[config.mk]
export PLATFORM = sky130hd
export DESIGN_NAME = down_count_monitor
export DESIGN_NICKNAME = d
export VERILOG_FILES = /design/src/rtl/down_count_monitor_pkg.sv /design/src/rtl/down_count_monitor_cnt_sync_stable.sv /design/src/rtl/down_count_monitor.sv
export SDC_FILE = /design/constraint.sdc
export NUM_CORES = 1
export LEC_CHECK = 0
export ABC_AREA = 1
export ABC_CLOCK_PERIOD_IN_PS = 2000
export BUFFER_PORTS_ARGS = -buffer_cell sky130_fd_sc_hd__buf_2
export CORE_AREA = 2 2 60 62
export CTS_CLUSTER_SIZE = 20
export DETAILED_ROUTE_END_ITERATION = 10
export DIE_AREA = 0 0 62 64
export MAX_ROUTING_LAYER = met4
export PLACE_DENSITY = 0.73
export REMOVE_ABC_BUFFERS = 1
export SYNTH_ARGS = -nofsm -noshare
export SYNTH_HDL_FRONTEND = slang
export SYNTH_SLANG_ARGS = --single-unit
[constraint.sdc]
create_clock -name clk -period 2 [get_ports clk]
set_input_delay 0.4 -clock clk [delete_from_list [all_inputs] [get_ports clk]]
set_output_delay 0.4 -clock clk [all_outputs]
set_load 0.05 [all_outputs]
[src/rtl/down_count_monitor_pkg.sv]
// Shared types and default widths for the down-counter monitor.
// Both rtl/down_count_monitor.sv and rtl/down_count_monitor_cnt_sync_stable.sv import this package.
package down_count_monitor_pkg;

  localparam int CNT_W_DEF  = 3;
  localparam int WRAP_W_DEF = 8;

  typedef enum logic [1:0] {
    INIT  = 2'd0,
    TRACK = 2'd1,
    FAULT = 2'd2
  } mon_state_t;

endpackage

[src/rtl/down_count_monitor_cnt_sync_stable.sv]
// Synchroniser plus hold register for the ripple counter bus.
// Its outputs are registered: o_v is the synchronised value and o_stable says it matched the previous sample.
module cnt_sync_stable
  import down_count_monitor_pkg::*;
#(
  parameter int CNT_W = CNT_W_DEF
) (
  input  logic             i_clk,
  input  logic             i_rst_n,
  input  logic [CNT_W-1:0] i_cnt,
  output logic [CNT_W-1:0] o_v,
  output logic             o_stable
);

  logic [CNT_W-1:0] r_s1;
  logic [CNT_W-1:0] r_s2;
  logic [CNT_W-1:0] r_h;
  logic [2:0]       r_fill;

  // r_fill blocks the all-zero reset contents from being taken as a real sample
  always_ff @(posedge i_clk or negedge i_rst_n) begin
    if (!i_rst_n) begin
      r_s1     <= '0;
      r_s2     <= '0;
      r_h      <= '0;
      r_fill   <= '0;
      o_v      <= '0;
      o_stable <= 1'b0;
    end else begin
      r_s1     <= i_cnt;
      r_s2     <= r_s1;
      r_h      <= r_s2;
      r_fill   <= {r_fill[1:0], 1'b1};
      o_v      <= r_s2;
      o_stable <= r_fill[2] && (r_s2 == r_h);
    end
  end

endmodule

[src/rtl/down_count_monitor.sv]
// Monitors a debounced down-counter bus: checks -1 steps, pulses and counts 0->max wraps.
// Build option DOWN_COUNT_MONITOR_WRAP_SAT_EN makes wrap_count saturate instead of rolling over.
//
// state | meaning
// INIT  | no accepted value yet; next stable sample is taken without checks
// TRACK | following a legal down-count; wraps are pulsed and counted
// FAULT | illegal step seen; value still tracked, wraps ignored
module down_count_monitor
  import down_count_monitor_pkg::*;
#(
  parameter int CNT_W  = CNT_W_DEF,
  parameter int WRAP_W = WRAP_W_DEF
) (
  input  logic              clk,
  input  logic              rst,
  input  logic [CNT_W-1:0]  cnt_in,
  input  logic              clr,
  output logic [CNT_W-1:0]  cnt_stable,
  output logic              cnt_valid,
  output logic              wrap_pulse,
  output logic [WRAP_W-1:0] wrap_count,
  output logic              step_err
);

  logic [CNT_W-1:0] w_v;
  logic             w_stable;
  logic             w_accept;
  logic             w_legal;
  logic             w_wrap;
  mon_state_t       r_state;

  cnt_sync_stable #(.CNT_W(CNT_W)) u_sync (
    .i_clk   (clk),
    .i_rst_n (rst),
    .i_cnt   (cnt_in),
    .o_v     (w_v),
    .o_stable(w_stable)
  );

  assign w_accept = w_stable && ((r_state == INIT) || (w_v != cnt_stable));
  assign w_legal  = (w_v == (cnt_stable - CNT_W'(1)));
  assign w_wrap   = w_legal && (cnt_stable == '0);

  always_ff @(posedge clk or negedge rst) begin
    if (!rst) begin
      r_state    <= INIT;
      cnt_stable <= '0;
      cnt_valid  <= 1'b0;
      wrap_pulse <= 1'b0;
      wrap_count <= '0;
      step_err   <= 1'b0;
    end else if (clr) begin
      r_state    <= INIT;
      cnt_valid  <= 1'b0;
      wrap_pulse <= 1'b0;
      wrap_count <= '0;
      step_err   <= 1'b0;
    end else begin
      wrap_pulse <= 1'b0;
      if (w_accept) begin
        cnt_stable <= w_v;
        case (r_state)
          INIT: begin
            cnt_valid <= 1'b1;
            r_state   <= TRACK;
          end
          TRACK: begin
            if (!w_legal) begin
              step_err <= 1'b1;
              r_state  <= FAULT;
            end else if (w_wrap) begin
              wrap_pulse <= 1'b1;
`ifdef DOWN_COUNT_MONITOR_WRAP_SAT_EN
              if (wrap_count != '1) wrap_count <= wrap_count + WRAP_W'(1);
`else
              wrap_count <= wrap_count + WRAP_W'(1);
`endif
            end
          end
          FAULT:   r_state <= FAULT;
          default: r_state <= INIT;
        endcase
      end
    end
  end

endmodule

==> summary.txt <==
Critical path
  • Startpoint types: flip-flop
  • Classification of the worst setup path: reg2reg
  • Critical Path RT: 2.21 ns
  • Crit-path most repeated cell: nand2_1
  • Largest fanout on the critical path: 8
  • Crit-path slowest cell: dfrtp_1
  • Worst-path cell chain: inv_2, ha_1, inv_1, nand2_1, nand2_4, nor2_8, nand3_4, nand2_2, nand2_4, nand2_1, nand2_1
  • Setup crit end kind: flip-flop
  • Critical path arrival: 1.84 ns
  • Largest stage delay on the critical path: 0.42 ns

STA
  • Worst-Margin Slew: 0.630 ns
  • Slew Limit Headroom: 0.580
  • Setup TNS: 0 ns
  • Worst Clk Skew: 0.0116 ns
  • Final setup vio count: 0
  • Tcrit/Tclk final: 0.813
  • Fin. max-slew vios: 0
  • Final Hold Fails: 0
  • Maximum operating frequency: 0.615 GHz
  • RSZ-0062 raised after global routing: no
  • Min Tclk post-route: 1.63 ns

Run status
  • Status: complete, no violations

Routing
  • Vias: 1,018
  • DRC Markers: 0
  • DRT iter0 DRCs: 53
  • Wire per inst: 10.1 µm
  • Vias per cell: 4.41
  • Detailed Route WL: 2.34 mm
  • Antenna viol nets, final: 0
  • Detailed Routing Iterations Pass 1: 4

GRT
  • Remaining global-route overflow: 0
  • Initial antenna violation count: 0
  • Vias in the first global route: 915
  • First-pass GRT wire length: 4.12 mm
  • Largest net degree at the start of global routing: 30
  • Global-route usage over all layers: 0.145

Synthesis
  • YS warnings: 0
  • Mux share of post-synthesis cell area: 0
  • Sequential element share of the synthesized area: 0.504
  • Synth Instances: 158
  • Ys async rst share: 1.00
  • Area share of the leading cell type in the synthesized netlist: 0.504
  • Synth Area in Compound Gates: 0.0217
  • Count leader, synth: nand2_1
  • Most frequent cells after synthesis: nand2_1 (53), dfrtp_1 (29), inv_1 (14)
  • Mapped cell area: 1440 µm²
  • Syn_area_per_cell: 9.11 µm²
  • Top cell type by total area after synthesis: dfrtp_1
  • Synth Area in Adders: 0.0434
  • Post-synth EDFFs: 0
  • Synth area leaders: dfrtp_1 (50%), nand2_1 (14%), ha_1 (4.3%)
  • Ys flop type: dfrtp_1
  • Simple-gate portion of the synthesized area: 0.334
  • Post-synthesis register bit count: 29
  • Netlist cell types: 22
  • Post-Synth XOR/XNOR Area: 0.0426
  • Main combinational cell family by area after synthesis: simple AND/OR/NAND/NOR gates

Die
  • # IOs: 20
  • Die width: 62 µm
  • Initial Util: 0.438
  • FP Rows: 21
  • Core ar.: 3280 µm²
  • Die area: 3970 µm²
  • Die Ht: 64 µm

Clocking
  • # resized after CTS: 0
  • Clk buf depth: 2
  • CTS clk-pin slew, worst paths: 0.10 ns
  • CTS tree: built
  • Cts bufs inserted: 5
  • Root buffer cell: clkbuf_4
  • Hold-fix buffers, CTS: 0
  • Clk sinks: 29
  • Post-CTS Setup Repair Bufs: 0
  • H-tree Lvls: 2
  • Worst-Skew Late Latency: 0.32 ns

Final layout
  • Fillers: 309
  • N_diodes: 0
  • Fin area: 1680 µm²
  • Final core utilization: 0.512
  • Final nets: 195
  • Share of cells above drive strength 1: 0.259
  • Layout Area Growth over Synthesis: 16.8%
  • Non-Filler Instances: 231

Pwr
  • Static leakage: 0.960 nW
  • Worst VDD drop: 438 µV
  • Cell Pwr Density: 895 nW/µm²

Placement
  • Input/output buffers: 19
  • Dpl cells: 223
  • RD Place Congestion: 0.806
  • HPWL Detailed: 1.69 mm
  • DP Area: 1590 µm²

Min path
  • Hold Crit Class: in2async

Flow run
  • Max-cap violations: 0
[registers in the layout (all words and copies together) (netlist names)]
signal,flops
r_state,2
step_err,1
wrap_count,8
wrap_pulse,1
u_sync.o_stable,1
u_sync.o_v,3
u_sync.r_fill,3
u_sync.r_s1,3
cnt_valid,1
cnt_stable,3
u_sync.r_s2,3
[where the power goes]
part | internal [mW] | total, mW | switching (mW)
clock network | 0.297 | 0.503 | 0.206
logic | 0.106 | 0.352 | 0.245
registers | 0.618 | 0.650 | 0.0320
total | 1.02 | 1.51 | 0.483
[per-layer routing]
metal	share of wire	up-vias	GRT usage
met5	0	-	-
met4	0.0051	0	0.0612
met3	0.042	2	0.0506
met2	0.45	18	0.193
met1	0.50	461	0.201
li1	-	537	-
[cell families (layout without fill, tap and decap cells)]
logic type               count (synthesis)  after routing
AO/OA/AOI/OAI                            6              6
XOR/XNOR                                 7              7
adder cells (fa/ha/maj)                  5              5
buffers and inverters                   20             47
flip-flops                              29             29
other                                    1              1
AND/OR/NAND/NOR                         90             90
[layout make-up]
cell class,count,area [µm²],area share
inverters,20,75.1,0.0446
well taps,46,57.6,0.0342
clock inverters,2,37.5,0.0223
clock buffers,6,51.3,0.0305
repair buffers,19,95.1,0.0565
multi-input cells,109,639,0.380
flip-flops and latches,29,726,0.432
[layout by cell type, fill, tap and decap left out, types with 2 or more instances in the layout]
cell type / Yosys / final
inv_1: 14 / 14
o21ai_0: 3 / 3
nor2_8: 2 / 2
nand2_1: 53 / 53
buf_2: 0 / 19
a21oi_1: 2 / 2
nand4_1: 2 / 2
dfrtp_1: 29 / 29
nand2_2: 5 / 5
clkbuf_4: 0 / 5
nand3_4: 2 / 2
nand2_4: 5 / 5
ha_1: 5 / 5
xor2_1: 7 / 7
nand3_1: 8 / 8
inv_2: 6 / 6
nor2_1: 8 / 8
[metrics by stage]
| step | total power [mW] | setup slack (ns) | hold WS, ns |
|---|---|---|---|
| floorplan | 0.945 | 0.108 | 0.104 |
| global placement | 1.01 | 0.427 | 0.331 |
| detailed placement | 1.02 | 0.380 | 0.336 |
| CTS | 1.53 | 0.353 | 0.0935 |
| global route | 1.60 | 0.202 | 0.125 |
| finish | 1.51 | 0.375 | 0.0832 |
[path summary, 6_finish.rpt]
check                                                  to  depth (start not counted)  slack [ns]                       from
worst max register to register  wrap_count[6]$_DFFE_PN0P_                         11        0.37  cnt_stable[0]$_DFFE_PN0P_
worst min-delay path            cnt_stable[1]$_DFFE_PN0P_                          1        0.08                        rst
min in group clk                 u_sync.r_s1[1]$_DFF_PN0_                          1        0.18                  cnt_in[1]
max in group asynchronous       wrap_count[5]$_DFFE_PN0P_                          1        1.50                        rst
worst max-delay path            wrap_count[6]$_DFFE_PN0P_                         11        0.37  cnt_stable[0]$_DFFE_PN0P_
worst min register to register   u_sync.r_s2[2]$_DFF_PN0_                          0        0.36   u_sync.r_s1[2]$_DFF_PN0_
[critical path, delay by kind of cell (launching register included)]
family	cells	cell delay [ns]
buffers and inverters	2	0.13
and+or+nand+nor	8	0.66
DFF	1	0.42
adders and majority gates	1	0.30
Power figures use the tool's default switching activity.
